[src/rtl/ras_predictor_pkg.sv]
// rtl/ras_predictor_pkg.sv - shared RAS op encoding, opcode and link-register constants
package ras_predictor_pkg;

   typedef enum logic [1:0] {
      RAS_NONE,
      RAS_PUSH,
      RAS_POP,
      RAS_POPPUSH
   } ras_op_e;

   localparam logic [6:0] OP_JAL   = 7'b1101111;
   localparam logic [6:0] OP_JALR  = 7'b1100111;
   localparam logic [2:0] F3_JALR  = 3'b000;
   localparam logic [4:0] LINK_RA  = 5'd1;
   localparam logic [4:0] LINK_T0  = 5'd5;

   function automatic logic is_link(input logic [4:0] r);
      return (r == LINK_RA) || (r == LINK_T0);
   endfunction

endpackage

[src/rtl/ras_decode.sv]
// rtl/ras_decode.sv - combinational JAL/JALR classifier producing the stack operation
module ras_decode
   import ras_predictor_pkg::*;
(
   input  logic [31:0] i_instr,
   output ras_op_e     o_op
);

   logic [6:0] w_opcode;
   logic [4:0] w_rd;
   logic [4:0] w_rs1;
   logic [2:0] w_funct3;
   logic       w_rd_link;
   logic       w_rs1_link;
   logic       w_unused_imm;

   assign w_opcode     = i_instr[6:0];
   assign w_rd         = i_instr[11:7];
   assign w_funct3     = i_instr[14:12];
   assign w_rs1        = i_instr[19:15];
   assign w_rd_link    = is_link(w_rd);
   assign w_rs1_link   = is_link(w_rs1);
   assign w_unused_imm = ^i_instr[31:20];

   always_comb begin
      o_op = RAS_NONE;
      if (w_opcode == OP_JAL) begin
         if (w_rd_link) o_op = RAS_PUSH;
      end else if ((w_opcode == OP_JALR) && (w_funct3 == F3_JALR)) begin
         // Same link register on both sides is treated as a plain call
         if (w_rd_link && w_rs1_link) o_op = (w_rd != w_rs1) ? RAS_POPPUSH : RAS_PUSH;
         else if (w_rd_link)          o_op = RAS_PUSH;
         else if (w_rs1_link)         o_op = RAS_POP;
      end
   end

endmodule

[src/rtl/ras_predictor.sv]
// rtl/ras_predictor.sv - circular return-address stack; RAS_CHECKPOINT_EN adds pointer snapshot/restore
module ras_predictor
   import ras_predictor_pkg::*;
#(
   parameter int XLEN  = 32,
   parameter int DEPTH = 8
) (
   input  logic                     clk,
   input  logic                     rst,
   input  logic                     instr_valid,
   input  logic [31:0]              instr,
   input  logic [XLEN-1:0]          pc,
   output logic                     pred_valid,
   output logic [XLEN-1:0]          pred_target,
   output logic [$clog2(DEPTH):0]   count,
   output logic                     ovf,
   input  logic                     ckpt_save,
   input  logic                     ckpt_restore
);

   localparam int PW = $clog2(DEPTH);
   localparam int CW = PW + 1;

   logic [XLEN-1:0] r_mem [DEPTH];
   logic [PW-1:0]   r_tos;
   logic [CW-1:0]   r_count;
   logic            r_ovf;

   ras_op_e         w_op;
   logic            w_full;
   logic            w_empty;
   logic [PW-1:0]   w_tos_inc;
   logic [PW-1:0]   w_tos_dec;
   logic [XLEN-1:0] w_link;
   logic            w_push;
   logic            w_replace;
   logic            w_pop;
   logic            w_restore;
   logic [PW-1:0]   w_ckpt_tos;
   logic [CW-1:0]   w_ckpt_count;

   ras_decode u_decode (
      .i_instr (instr),
      .o_op    (w_op)
   );

   assign w_full    = (r_count == CW'(DEPTH));
   assign w_empty   = (r_count == '0);
   assign w_tos_inc = r_tos + PW'(1);
   assign w_tos_dec = r_tos - PW'(1);
   assign w_link    = pc + XLEN'(4);

   // A coroutine on an empty stack degenerates to a push: its pop has nothing to remove
   assign w_push    = instr_valid & ((w_op == RAS_PUSH) | ((w_op == RAS_POPPUSH) & w_empty));
   assign w_replace = instr_valid & (w_op == RAS_POPPUSH) & ~w_empty;
   assign w_pop     = instr_valid & (w_op == RAS_POP) & ~w_empty;

   assign pred_valid  = instr_valid & ((w_op == RAS_POP) | (w_op == RAS_POPPUSH)) & ~w_empty;
   assign pred_target = r_mem[r_tos];
   assign count       = r_count;
   assign ovf         = r_ovf;

`ifdef RAS_CHECKPOINT_EN
   logic [PW-1:0] r_ckpt_tos;
   logic [CW-1:0] r_ckpt_count;

   assign w_restore    = ckpt_restore;
   assign w_ckpt_tos   = r_ckpt_tos;
   assign w_ckpt_count = r_ckpt_count;

   // On restore the snapshot is rewritten with itself, so holding it is equivalent
   always_ff @(posedge clk or negedge rst) begin
      if (!rst) begin
         r_ckpt_tos   <= '0;
         r_ckpt_count <= '0;
      end else if (!ckpt_restore && ckpt_save) begin
         r_ckpt_tos   <= r_tos;
         r_ckpt_count <= r_count;
      end
   end
`else
   logic w_unused_ckpt;

   assign w_unused_ckpt = ckpt_save | ckpt_restore;
   assign w_restore     = 1'b0;
   assign w_ckpt_tos    = '0;
   assign w_ckpt_count  = '0;
`endif

   always_ff @(posedge clk or negedge rst) begin
      if (!rst) begin
         for (int i = 0; i < DEPTH; i++) r_mem[i] <= '0;
      end else if (!w_restore) begin
         if (w_push)         r_mem[w_tos_inc] <= w_link;
         else if (w_replace) r_mem[r_tos]     <= w_link;
      end
   end

   always_ff @(posedge clk or negedge rst) begin
      if (!rst) begin
         r_tos   <= '0;
         r_count <= '0;
         r_ovf   <= 1'b0;
      end else if (w_restore) begin
         r_tos   <= w_ckpt_tos;
         r_count <= w_ckpt_count;
      end else if (w_push) begin
         r_tos <= w_tos_inc;
         if (w_full) r_ovf   <= 1'b1;
         else        r_count <= r_count + CW'(1);
      end else if (w_pop) begin
         r_tos   <= w_tos_dec;
         r_count <= r_count - CW'(1);
      end
   end

endmodule

[config.mk]
export PLATFORM = sky130hd
export DESIGN_NAME = ras_predictor
export DESIGN_NICKNAME = d
export VERILOG_FILES = /design/src/rtl/ras_predictor_pkg.sv /design/src/rtl/ras_decode.sv /design/src/rtl/ras_predictor.sv
export SDC_FILE = /design/constraint.sdc
export NUM_CORES = 1
export LEC_CHECK = 0
export ABC_AREA = 1
export BUFFER_PORTS_ARGS = -buffer_cell sky130_fd_sc_hd__buf_2
export CAP_MARGIN = 25
export CELL_PAD_IN_SITES_DETAIL_PLACEMENT = 1
export CELL_PAD_IN_SITES_GLOBAL_PLACEMENT = 2
export CORE_MARGIN = 3
export CORE_UTILIZATION = 37
export DETAILED_ROUTE_END_ITERATION = 8
export PLACE_DENSITY = 0.88
export REMOVE_ABC_BUFFERS = 1
export SYNTH_ARGS = -nofsm -noshare
export SYNTH_HDL_FRONTEND = slang
export SYNTH_SLANG_ARGS = --single-unit
[constraint.sdc]
create_clock -name clk -period 2.65 [get_ports clk]
set_input_delay 0.53 -clock clk [delete_from_list [all_inputs] [get_ports clk]]
set_output_delay 0.53 -clock clk [all_outputs]
set_load 0.01 [all_outputs]
==> flow_summary.ini <==
[routing]
vias = 10900
avgRoutedWirePerCell_um = 21.1
drtIter0Drc = 689
drt-vias-per-instance = 5.46
detail_route.first_pass.iterations = 5
ant_nets = 0
drc_errors = 0
wl_mm = 42.3

[floorplanning]
die_w_um = 188
dieArea_um2 = 35500
core_area_um2 = 32700
num_rows = 66
io_pins = 107
die_h_um = 188
start_util_pct = 37.6

[worst_setup_path]
required_ns = 2.12
cp-end-kind = output port
crit_fanout = 16
crit_type = reg -> out
startpoint_type = flop
critPathArrivalTime_ns = 2.26

[logic_synthesis]
syn_inst = 1383
ys_ff_latch = 264
ys.flop_type = dfrtp_1
synth_area_um2 = 12300
netlist_top_cells_count = 431 x nand2_1, 264 x dfrtp_1, 154 x o21ai_0
syn_avg_cell_area_um2 = 8.90
ys_types = 42
yosysMostFrequentCell = nand2_1
yosysSeqAreaShare_pct = 53.7
yosys.area.top_type = dfrtp_1
yosysWarningCount = 0
synth_area_leaders = dfrtp_1 54%, nand2_1 13%, o21ai_0 6.3%, o21ai_1 3.0%, a22oi_1 2.4%
ys_async_sr_fraction_pct = 100
synth-edff-count = 0
synth_top_area_share_pct = 53.7

[run]
maxCapViolCount = 0

[global_route]
antenna_found_initial = 2
grt_start_max_net_pins = 78
grt_pass1_wl_mm = 66.5
grt-ovfl-total = 0
grt_usage_pct = 23.4
grt_pass1_vias = 11600

[timing]
slew_viol_final = 0
tightest_slew_ns = 0.831
grt_setup_unrepaired = yes
setup_tns_ns = -1.72
finalClockSkew_ns = 0.0161
hold_violations = 0
max_freq_ghz = 0.359
fin_crit_ns = 2.79
slew_headroom_pct = 44.2
setup_viol = 29
fin_crit_sh_pct = 105
fin_ws_ns = -0.137
hold-worst-slack_ns = 0.347

[power_and_ir_drop]
comb_power_share_pct = 5.4
powerDensity_nw_per_um2 = 551
clkPwrFrac_pct = 47.0
p_int_uw = 6540
ir_drop_v = 0.000446
switchingPower_uw = 1990
cellLeakagePower_uw = 0.00723
sw_frac_of_total_pct = 23.4
seqPwrFrac_pct = 47.6

[placed_design]
placed_cell_area_um2 = 13700
gp_congestion = 0.822
dp.cells = 1907
post-dp-hpwl_mm = 25.3
post-place-ws_ns = 0.136
io_buffers = 92

[final_layout]
fin_area_um2 = 15500
fin_nets = 1610
nFillCells = 3811
area.growth.synth_to_final_pct = 25.9
drive_above_1_share_pct = 22.9
final_cells = 2001

[cts]
clk_latency_ns = 0.55
clock_path_buffers = 3
numCtsBuffers = 30
cts_sinks = 264
htreeDepth = 1
cts_root_buf = clkbuf_16
cts_tree = done
path_clk_slew_ns = 0.06

[outcome]
outcome = finished with violations
violations = setup timing

[hold_path]
min_path_type = in -> reg
==> sequential cells by signal, summed over array words and instances, names as in the netlist <==
register / count
r_mem: 256
r_tos: 3
ovf: 1
count: 4
==> power by group through the flow <==
stage	Combinational (µW)	Sequential [µW]	Clock, µW
after global placement	420	4130	0
after CTS	455	4060	4090
after floorplan	140	4130	0
final	461	4060	4010
after global routing	508	4060	4250
after detailed placement	427	4130	0
==> routing by layer <==
metal	GRT usage [%]	share of wire, %	up-vias
li1	-	-	5018
met1	31.9	44	5597
met2	40.3	50	253
met3	2.72	4.0	56
met4	5.56	2.0	2
met5	0	0.017	-
==> area by class of cell <==
type                    count  area (µm²)  share of cell area, %
multi-input cells         974        5310                   34.3
inverters                  68         270                   1.74
repair buffers            199        1790                   11.6
flip-flops and latches    264        6610                   42.7
well taps                 442         553                   3.57
clock inverters             6        36.3                  0.234
diodes                      1        2.50                 0.0161
clock buffers              47         916                   5.91
==> through the flow <==
step,util [%],power [µW]
after CTS,46.7,8600
after floorplan,-,4270
after detailed placement,41.9,4560
after global placement,41.9,4550
final,47.4,8530
after global routing,47.4,8820
==> placed cells by master (no fill, tap or decap), types with 23 or more instances in the layout <==
master     instances
a22oi_1           35
buf_12            28
buf_2             92
buf_4             59
clkbuf_16         32
dfrtp_1          258
inv_1             55
nand2_1          430
nand3_1           23
nand4_1           41
nor2_1            39
o21ai_0          151
o21ai_1           76
o21ai_2           30
==> path summary, 6_finish.rpt <==
kind | from | to | slack (ns) | cells past startpoint
max reg2reg | r_tos[1] | r_mem[150] | 0.14 | 11
max | r_tos[1] | pred_target[21] | -0.14 | 7
max in group asynchronous | rst | r_mem[194] | 1.25 | 3
min | pc[1] | r_mem[225] | 0.35 | 3
min in group asynchronous | rst | count[3] | 0.55 | 2
min reg2reg | r_mem[9] | r_mem[9] | 0.48 | 2
==> worst max-delay path: stages (launching register included) <==
cell and delay (ns):
dfrtp_2 0.47, inv_2 0.12, buf_4 0.16, nor3_4 0.06, buf_12 0.16, a221oi_1 0.36
nand4_1 0.19, buf_2 0.19
==> logic make-up after synthesis <==
kind of cell / Yosys count / synth area share (%)
simple gates: 573 / 19.6
compound gates: 366 / 18.2
flops: 264 / 53.7
buf+inv: 145 / 5.77
xor+xnor: 31 / 2.36
fa+ha+maj: 4 / 0.407
==> timing repair <==
action / in CTS / in global routing
resized for setup: 69 / 25
hold buffers: 1 / 0
endpoints found under the hold margin: 23 / 0
gates cloned: 5 / 1
pin swaps: 25 / 15
buffers inserted: 24 / 9
endpoints found under the setup margin: 32 / 34
Note: power is estimated with default switching activity, not from simulation.
